`config.mk`:
```
export PLATFORM = sky130hd
export DESIGN_NAME = rtype_imem_writer_flat
export DESIGN_NICKNAME = d
export VERILOG_FILES = /design/src/rtl/rtype_imem_writer_pkg.sv /design/src/rtl/rtype_imem_writer_if.sv /design/src/rtl/rtype_imem_writer_encode.sv /design/src/rtl/rtype_imem_writer.sv /design/src/flat_wrapper.sv
export SDC_FILE = /design/constraint.sdc
export NUM_CORES = 1
export LEC_CHECK = 0
export ABC_CLOCK_PERIOD_IN_PS = 1500
export CORE_ASPECT_RATIO = 1.75
export CORE_MARGIN = 3
export CORE_UTILIZATION = 38
export DETAILED_ROUTE_END_ITERATION = 8
export HOLD_SLACK_MARGIN = 0.03
export PLACE_DENSITY_LB_ADDON = 0.1
export REMOVE_ABC_BUFFERS = 1
export SYNTH_ARGS = -nofsm -noshare
export SYNTH_HDL_FRONTEND = slang
export SYNTH_SLANG_ARGS = --single-unit
```
`constraint.sdc`:
```
create_clock -name clk -period 1.5 [get_ports clk]
set_clock_uncertainty 0.1 [all_clocks]
set_input_delay 0.375 -clock clk [delete_from_list [all_inputs] [get_ports clk]]
set_output_delay 0.375 -clock clk [all_outputs]
set_load 0.01 [all_outputs]
```
`src/rtl/rtype_imem_writer_pkg.sv`:
```
// ============================================================================
// rv_pkg : RV32I opcode/funct constants, ALUSel codes and writer state enum
// Rev 1.0
// ============================================================================
`default_nettype none

package rv_pkg;

  localparam logic [6:0] OPCODE_OP  = 7'h33;
  localparam logic [6:0] FUNCT7_ALT = 7'h20;

  localparam logic [3:0] ALU_ADD  = 4'd0;
  localparam logic [3:0] ALU_SUB  = 4'd1;
  localparam logic [3:0] ALU_SLL  = 4'd2;
  localparam logic [3:0] ALU_SLT  = 4'd3;
  localparam logic [3:0] ALU_SLTU = 4'd4;
  localparam logic [3:0] ALU_XOR  = 4'd5;
  localparam logic [3:0] ALU_SRL  = 4'd6;
  localparam logic [3:0] ALU_SRA  = 4'd7;
  localparam logic [3:0] ALU_OR   = 4'd8;
  localparam logic [3:0] ALU_AND  = 4'd9;

  typedef enum logic [1:0] {
    IDLE = 2'd0,
    RUN  = 2'd1,
    DONE = 2'd2
  } wr_state_t;

endpackage

`default_nettype wire

```
`src/rtl/rtype_imem_writer_if.sv`:
```
// ============================================================================
// rtype_imem_writer_if : operation stream in, instruction-memory write bus out
// Rev 1.0
// ============================================================================
`default_nettype none

interface rtype_imem_writer_if #(
  parameter int ADDR_W = 8
);
  logic              in_valid;
  logic              in_ready;
  logic [3:0]        in_alu_sel;
  logic [4:0]        in_rd;
  logic [4:0]        in_rs1;
  logic [4:0]        in_rs2;
  logic              in_last;
  logic              imem_we;
  logic [ADDR_W-1:0] imem_addr;
  logic [31:0]       imem_wdata;

  modport master (
    output in_valid, in_alu_sel, in_rd, in_rs1, in_rs2, in_last,
    input  in_ready, imem_we, imem_addr, imem_wdata
  );

  modport slave (
    input  in_valid, in_alu_sel, in_rd, in_rs1, in_rs2, in_last,
    output in_ready, imem_we, imem_addr, imem_wdata
  );
endinterface

`default_nettype wire

```
`src/rtl/rtype_imem_writer_encode.sv`:
```
// ============================================================================
// rtype_encode : ALUSel + rd/rs1/rs2 -> RV32I R-type word, with legal flag
// Rev 1.0
// ============================================================================
`default_nettype none

module rtype_encode
  import rv_pkg::*;
(
  input  logic [3:0]  alu_sel,
  input  logic [4:0]  rd,
  input  logic [4:0]  rs1,
  input  logic [4:0]  rs2,
  output logic [31:0] word,
  output logic        legal
);

  logic [6:0] funct7;
  logic [2:0] funct3;

  always_comb begin
    funct7 = 7'h00;
    funct3 = 3'd0;
    legal  = 1'b1;
    case (alu_sel)
      ALU_ADD:  funct3 = 3'd0;
      ALU_SUB:  funct7 = FUNCT7_ALT;
      ALU_SLL:  funct3 = 3'd1;
      ALU_SLT:  funct3 = 3'd2;
      ALU_SLTU: funct3 = 3'd3;
      ALU_XOR:  funct3 = 3'd4;
      ALU_SRL:  funct3 = 3'd5;
      ALU_SRA: begin
        funct7 = FUNCT7_ALT;
        funct3 = 3'd5;
      end
      ALU_OR:   funct3 = 3'd6;
      ALU_AND:  funct3 = 3'd7;
      default:  legal  = 1'b0;
    endcase
  end

  assign word = {funct7, rs2, rs1, funct3, rd, OPCODE_OP};

endmodule

`default_nettype wire

```
`src/rtl/rtype_imem_writer.sv`:
```
// ============================================================================
// rtype_imem_writer : encodes an ALU-op stream and fills imem from address 0
// Rev 1.0
// ============================================================================
`default_nettype none

module rtype_imem_writer
  import rv_pkg::*;
#(
  parameter int ADDR_W = 8
) (
  input  logic            clk,
  input  logic            rst_n,
  input  logic            start,
  rtype_imem_writer_if.slave bus,
  output logic            busy,
  output logic            done,
  output logic [ADDR_W:0] count,
  output logic            err
);

  localparam logic [ADDR_W-1:0] TOP_ADDR = {ADDR_W{1'b1}};

  wr_state_t         state;
  logic [31:0]       enc_word;
  logic              enc_legal;
  logic [ADDR_W-1:0] next_addr;
  logic              accept;
  logic              at_top;

  rtype_encode u_encode (
    .alu_sel (bus.in_alu_sel),
    .rd      (bus.in_rd),
    .rs1     (bus.in_rs1),
    .rs2     (bus.in_rs2),
    .word    (enc_word),
    .legal   (enc_legal)
  );

  // Words written so far is also the next free address.
  assign next_addr    = count[ADDR_W-1:0];
  assign at_top       = (next_addr == TOP_ADDR);
  assign bus.in_ready = (state == RUN) && !count[ADDR_W];
  assign accept       = bus.in_valid && bus.in_ready;
  assign busy         = (state != IDLE);

  always_ff @(posedge clk) begin
    if (!rst_n) begin
      state          <= IDLE;
      count          <= '0;
      err            <= 1'b0;
      done           <= 1'b0;
      bus.imem_we    <= 1'b0;
      bus.imem_addr  <= '0;
      bus.imem_wdata <= '0;
    end else begin
      bus.imem_we <= 1'b0;
      done        <= 1'b0;
      case (state)
        IDLE: begin
          if (start) begin
            state <= RUN;
            count <= '0;
            err   <= 1'b0;
          end
        end
        RUN: begin
          if (accept) begin
            if (enc_legal) begin
              bus.imem_we    <= 1'b1;
              bus.imem_addr  <= next_addr;
              bus.imem_wdata <= enc_word;
              count          <= count + 1'b1;
              // Writing the top word ends the load; no wrap to address 0.
              if (bus.in_last || at_top) begin
                state <= DONE;
                done  <= 1'b1;
              end
              if (!bus.in_last && at_top) begin
                err <= 1'b1;
              end
            end else begin
              err <= 1'b1;
              if (bus.in_last) begin
                state <= DONE;
                done  <= 1'b1;
              end
            end
          end
        end
        DONE:    state <= IDLE;
        default: state <= IDLE;
      endcase
    end
  end

endmodule

`default_nettype wire

```
`src/flat_wrapper.sv`:
```
// flat-port wrapper written by rule: the top's interface ports become plain ports
module rtype_imem_writer_flat import rv_pkg::*;
#(
  parameter int ADDR_W = 8
)
  (clk, rst_n, start, busy, done, count, err, bus_in_valid, bus_in_alu_sel, bus_in_rd, bus_in_rs1, bus_in_rs2, bus_in_last, bus_in_ready, bus_imem_we, bus_imem_addr, bus_imem_wdata);
  rtype_imem_writer_if #(.ADDR_W(ADDR_W)) bus_i ();
  input  logic clk;
  input  logic rst_n;
  input  logic start;
  output logic busy;
  output logic done;
  output logic [ADDR_W:0] count;
  output logic err;
  input wire logic [$bits(bus_i.in_valid)-1:0] bus_in_valid;
  input wire logic [$bits(bus_i.in_alu_sel)-1:0] bus_in_alu_sel;
  input wire logic [$bits(bus_i.in_rd)-1:0] bus_in_rd;
  input wire logic [$bits(bus_i.in_rs1)-1:0] bus_in_rs1;
  input wire logic [$bits(bus_i.in_rs2)-1:0] bus_in_rs2;
  input wire logic [$bits(bus_i.in_last)-1:0] bus_in_last;
  output wire logic [$bits(bus_i.in_ready)-1:0] bus_in_ready;
  output wire logic [$bits(bus_i.imem_we)-1:0] bus_imem_we;
  output wire logic [$bits(bus_i.imem_addr)-1:0] bus_imem_addr;
  output wire logic [$bits(bus_i.imem_wdata)-1:0] bus_imem_wdata;
  assign bus_i.in_valid = bus_in_valid;
  assign bus_i.in_alu_sel = bus_in_alu_sel;
  assign bus_i.in_rd = bus_in_rd;
  assign bus_i.in_rs1 = bus_in_rs1;
  assign bus_i.in_rs2 = bus_in_rs2;
  assign bus_i.in_last = bus_in_last;
  assign bus_in_ready = bus_i.in_ready;
  assign bus_imem_we = bus_i.imem_we;
  assign bus_imem_addr = bus_i.imem_addr;
  assign bus_imem_wdata = bus_i.imem_wdata;
  rtype_imem_writer #(.ADDR_W(ADDR_W)) u_core (.clk(clk), .rst_n(rst_n), .start(start), .bus(bus_i), .busy(busy), .done(done), .count(count), .err(err));
endmodule
```
==> impl_results.md <==
* Pwr dens at 749 nW/µm²
* Minimum clock period at 1.57 ns
* Syn. warnings at 0
* Syn avg cell area at 8.64 µm²
* Vias in the first global route at 1929
* GRT overflow at 0
* Detail Route Antenna Nets at 0
* Synth Register Bits at 42
* Core region area at 4750 µm²
* CTS buffer count at 5
* Routed WL at 5.59 mm
* Max Cap Viol at 0
* Largest net degree at the start of global routing at 29
* RSZ-0062 raised after global routing: true
* Layout Nets at 347
* Initial Utilization at 0.398
* Largest cells by area after synthesis: dfxtp_1 (44%), nand2_1 (9.7%), a21boi_0 (6.7%), buf_4 (4.8%), nor2_1 (3.0%)
* Gpl congestion at 0.826
* Setup TNS Final at -1.55 ns
* Filler instances at 403
* Row cnt at 33
* Ys flop type: dfxtp_1
* Vias at 1901
* CTS sink cnt at 42
* 1st-iter DRT viols at 43
* Status: complete, but fails checks
* Seq/Total Area, Yosys at 0.444
* Max clock buf depth at 2
* Number of detailed-route iterations in the first pass at 4
* Clock latency on the worst-skew pair at 0.29 ns
* Avg WL per Cell at 14.9 µm
* Yosys top cell by area: dfxtp_1
* Slew Viols, Final at 0
* Setup Viol. Count Final at 34
* # hold bufs at CTS at 0
* Top cell type's share of synthesized area at 0.444
* Top cells by instance count after synthesis: nand2_1 (49), dfxtp_1 (42), a21boi_0 (17), nor2_1 (15), buf_4 (12)
* Crit-path max FO at 4
* WS Path Type: reg2reg
* Max Fclk at 639 MHz
* Final non-filler cell total at 375
* Final core occ at 0.698
* Placed cell count at 354
* Startpoint types: flop
* Die height at 99.3 µm
* Placed Instance Area at 2770 µm²
* Mapped Area at 1890 µm²
* Share of layout cells above drive strength 1 at 0.350
* Clk pin slew, worst setup/hold paths at 0.08 ns
* Number of enable flip-flop cells after synthesis at 0
* Lkg Pwr at 1.49 nW
* FFs w/ async S/R, synth at 0
* Overall Global Routing Usage at 0.194
* Die area at 5890 µm²
* Count leader, synth: nand2_1
* Flop2flop setup slack at -0.07 ns
* Root Buffer: clkbuf_8
* Final WS setup at -0.0659 ns
* Worst VDD drop at 0.695 mV
* Finished Cell Area at 3310 µm²
* Post-DP HPWL at 3.63 mm
* DIE WIDTH at 59.3 µm
* H-Tree Depth at 2
* Vias per cell at 5.07
* I/O pin cnt at 78
* CTS tree: done
* Drc violations at 0
* IO buf count at 68
* CP required at 1.63 ns
* CP endpoint kind: flop
* Tightest Hold Check Type: reg2reg
* WP data arrival at 1.70 ns
* Diode count at 0
* Failing checks: negative setup slack
* First-pass GRT wire length at 8.87 mm
* Crit share post-route at 1.04
* Post-Place Setup Slack at -0.421 ns
* Initial antenna violation count at 0
* Final hold violation count at 0
* Post-synth cell types at 42
* Post-Synthesis Cells at 219
* Syn-to-layout area delta at 75.2%
-- stage by stage --
stage | power (W) | hold slack, ns
after floorplan | 0.00130 | 0.379
after global placement | 0.00153 | 0.344
after detailed placement | 0.00153 | 0.347
after CTS | 0.00247 | 0.353
after global routing | 0.00259 | 0.373
final | 0.00248 | 0.348
-- cell families (layout without fill, tap and decap cells) --
logic type	Yosys count	count (layout)	synth area share
AND/OR/NAND/NOR	95	95	0.247
AO/OA/AOI/OAI	46	46	0.171
flip-flops	42	42	0.444
buffers and inverters	27	123	0.0966
XOR/XNOR	7	7	0.0324
adder cells (fa/ha/maj)	1	1	0.00661
other	1	9	0.00198
-- critical path: stages, from the launching register on --
cell and delay (ns):
dfxtp_2 0.34, buf_6 0.12, nand4bb_4 0.23, buf_6 0.15, nor2_4 0.13, buf_6 0.16, buf_16 0.13, nand2_4 0.04
a21boi_2 0.12
-- cells in the final DEF (no fill, tap or decap), drive strengths merged, types with 2 or more instances in the layout --
master and count:
nand2 50, buf 47, dlygate4sd2 45, dfxtp 42, a21boi 24, clkdlybuf4s50 19, nor2 16, conb 9
nand3 9, a21oi 7, clkbuf 6, o21ai 6, xnor2 5, nor3 5, nor4b 3, inv 2
xor2 2, o2111ai 2, nor4 2, clkdlybuf4s15 2, nor2b 2, o21a 2
-- registers in the layout (all words and copies together) (netlist names) --
register,flops
u_core.bus.imem_addr,8
u_core.bus.imem_wdata,20
u_core.bus.imem_we,1
u_core.count,9
u_core.done,1
u_core.err,1
u_core.state,2
-- power by group --
part	internal, W	leakage (nW)	switching (W)
Clock	0.000497	0.0514	0.000384
Sequential	0.00114	0.344	0.0000138
Combinational	0.000242	1.09	0.000207
-- area by class of cell --
type,count,area [µm²],area share
Clock buffer,6,72.6,0.0219
Clock inverter,2,37.5,0.0113
Inverter,2,7.51,0.00227
Multi-Input combinational cell,158,1150,0.347
Sequential cell,42,855,0.258
Tap cell,52,65.1,0.0196
Timing Repair Buffer,113,1130,0.341
-- layer usage --
metal	GRT usage	part of all wire	vias to the layer above
li1	-	-	927
met1	0.200	0.36	904
met2	0.364	0.58	59
met3	0.0416	0.050	11
met4	0.0733	0.019	0
met5	0	0	-
-- path summary, 6_finish.rpt --
| path | from | end | cells past startpoint |
|---|---|---|---|
| setup / recovery | u_core.count[8] | u_core.bus.imem_wdata[7] | 8 |
| hold / removal | u_core.bus.imem_wdata[8] | u_core.bus.imem_wdata[8] | 2 |
| setup reg to reg | u_core.count[8] | u_core.bus.imem_wdata[7] | 8 |
| hold reg to reg | u_core.bus.imem_wdata[8] | u_core.bus.imem_wdata[8] | 2 |
-- repair_timing --
item | 4_1_cts | 5_1_grt
buffers inserted | 4 | 6
gates resized for setup | 112 | 53
cloned | 4 | 0
endpoints found under the setup margin | 80 | 47
pin swaps | 12 | 38
Note: power is estimated with default switching activity, not from simulation.
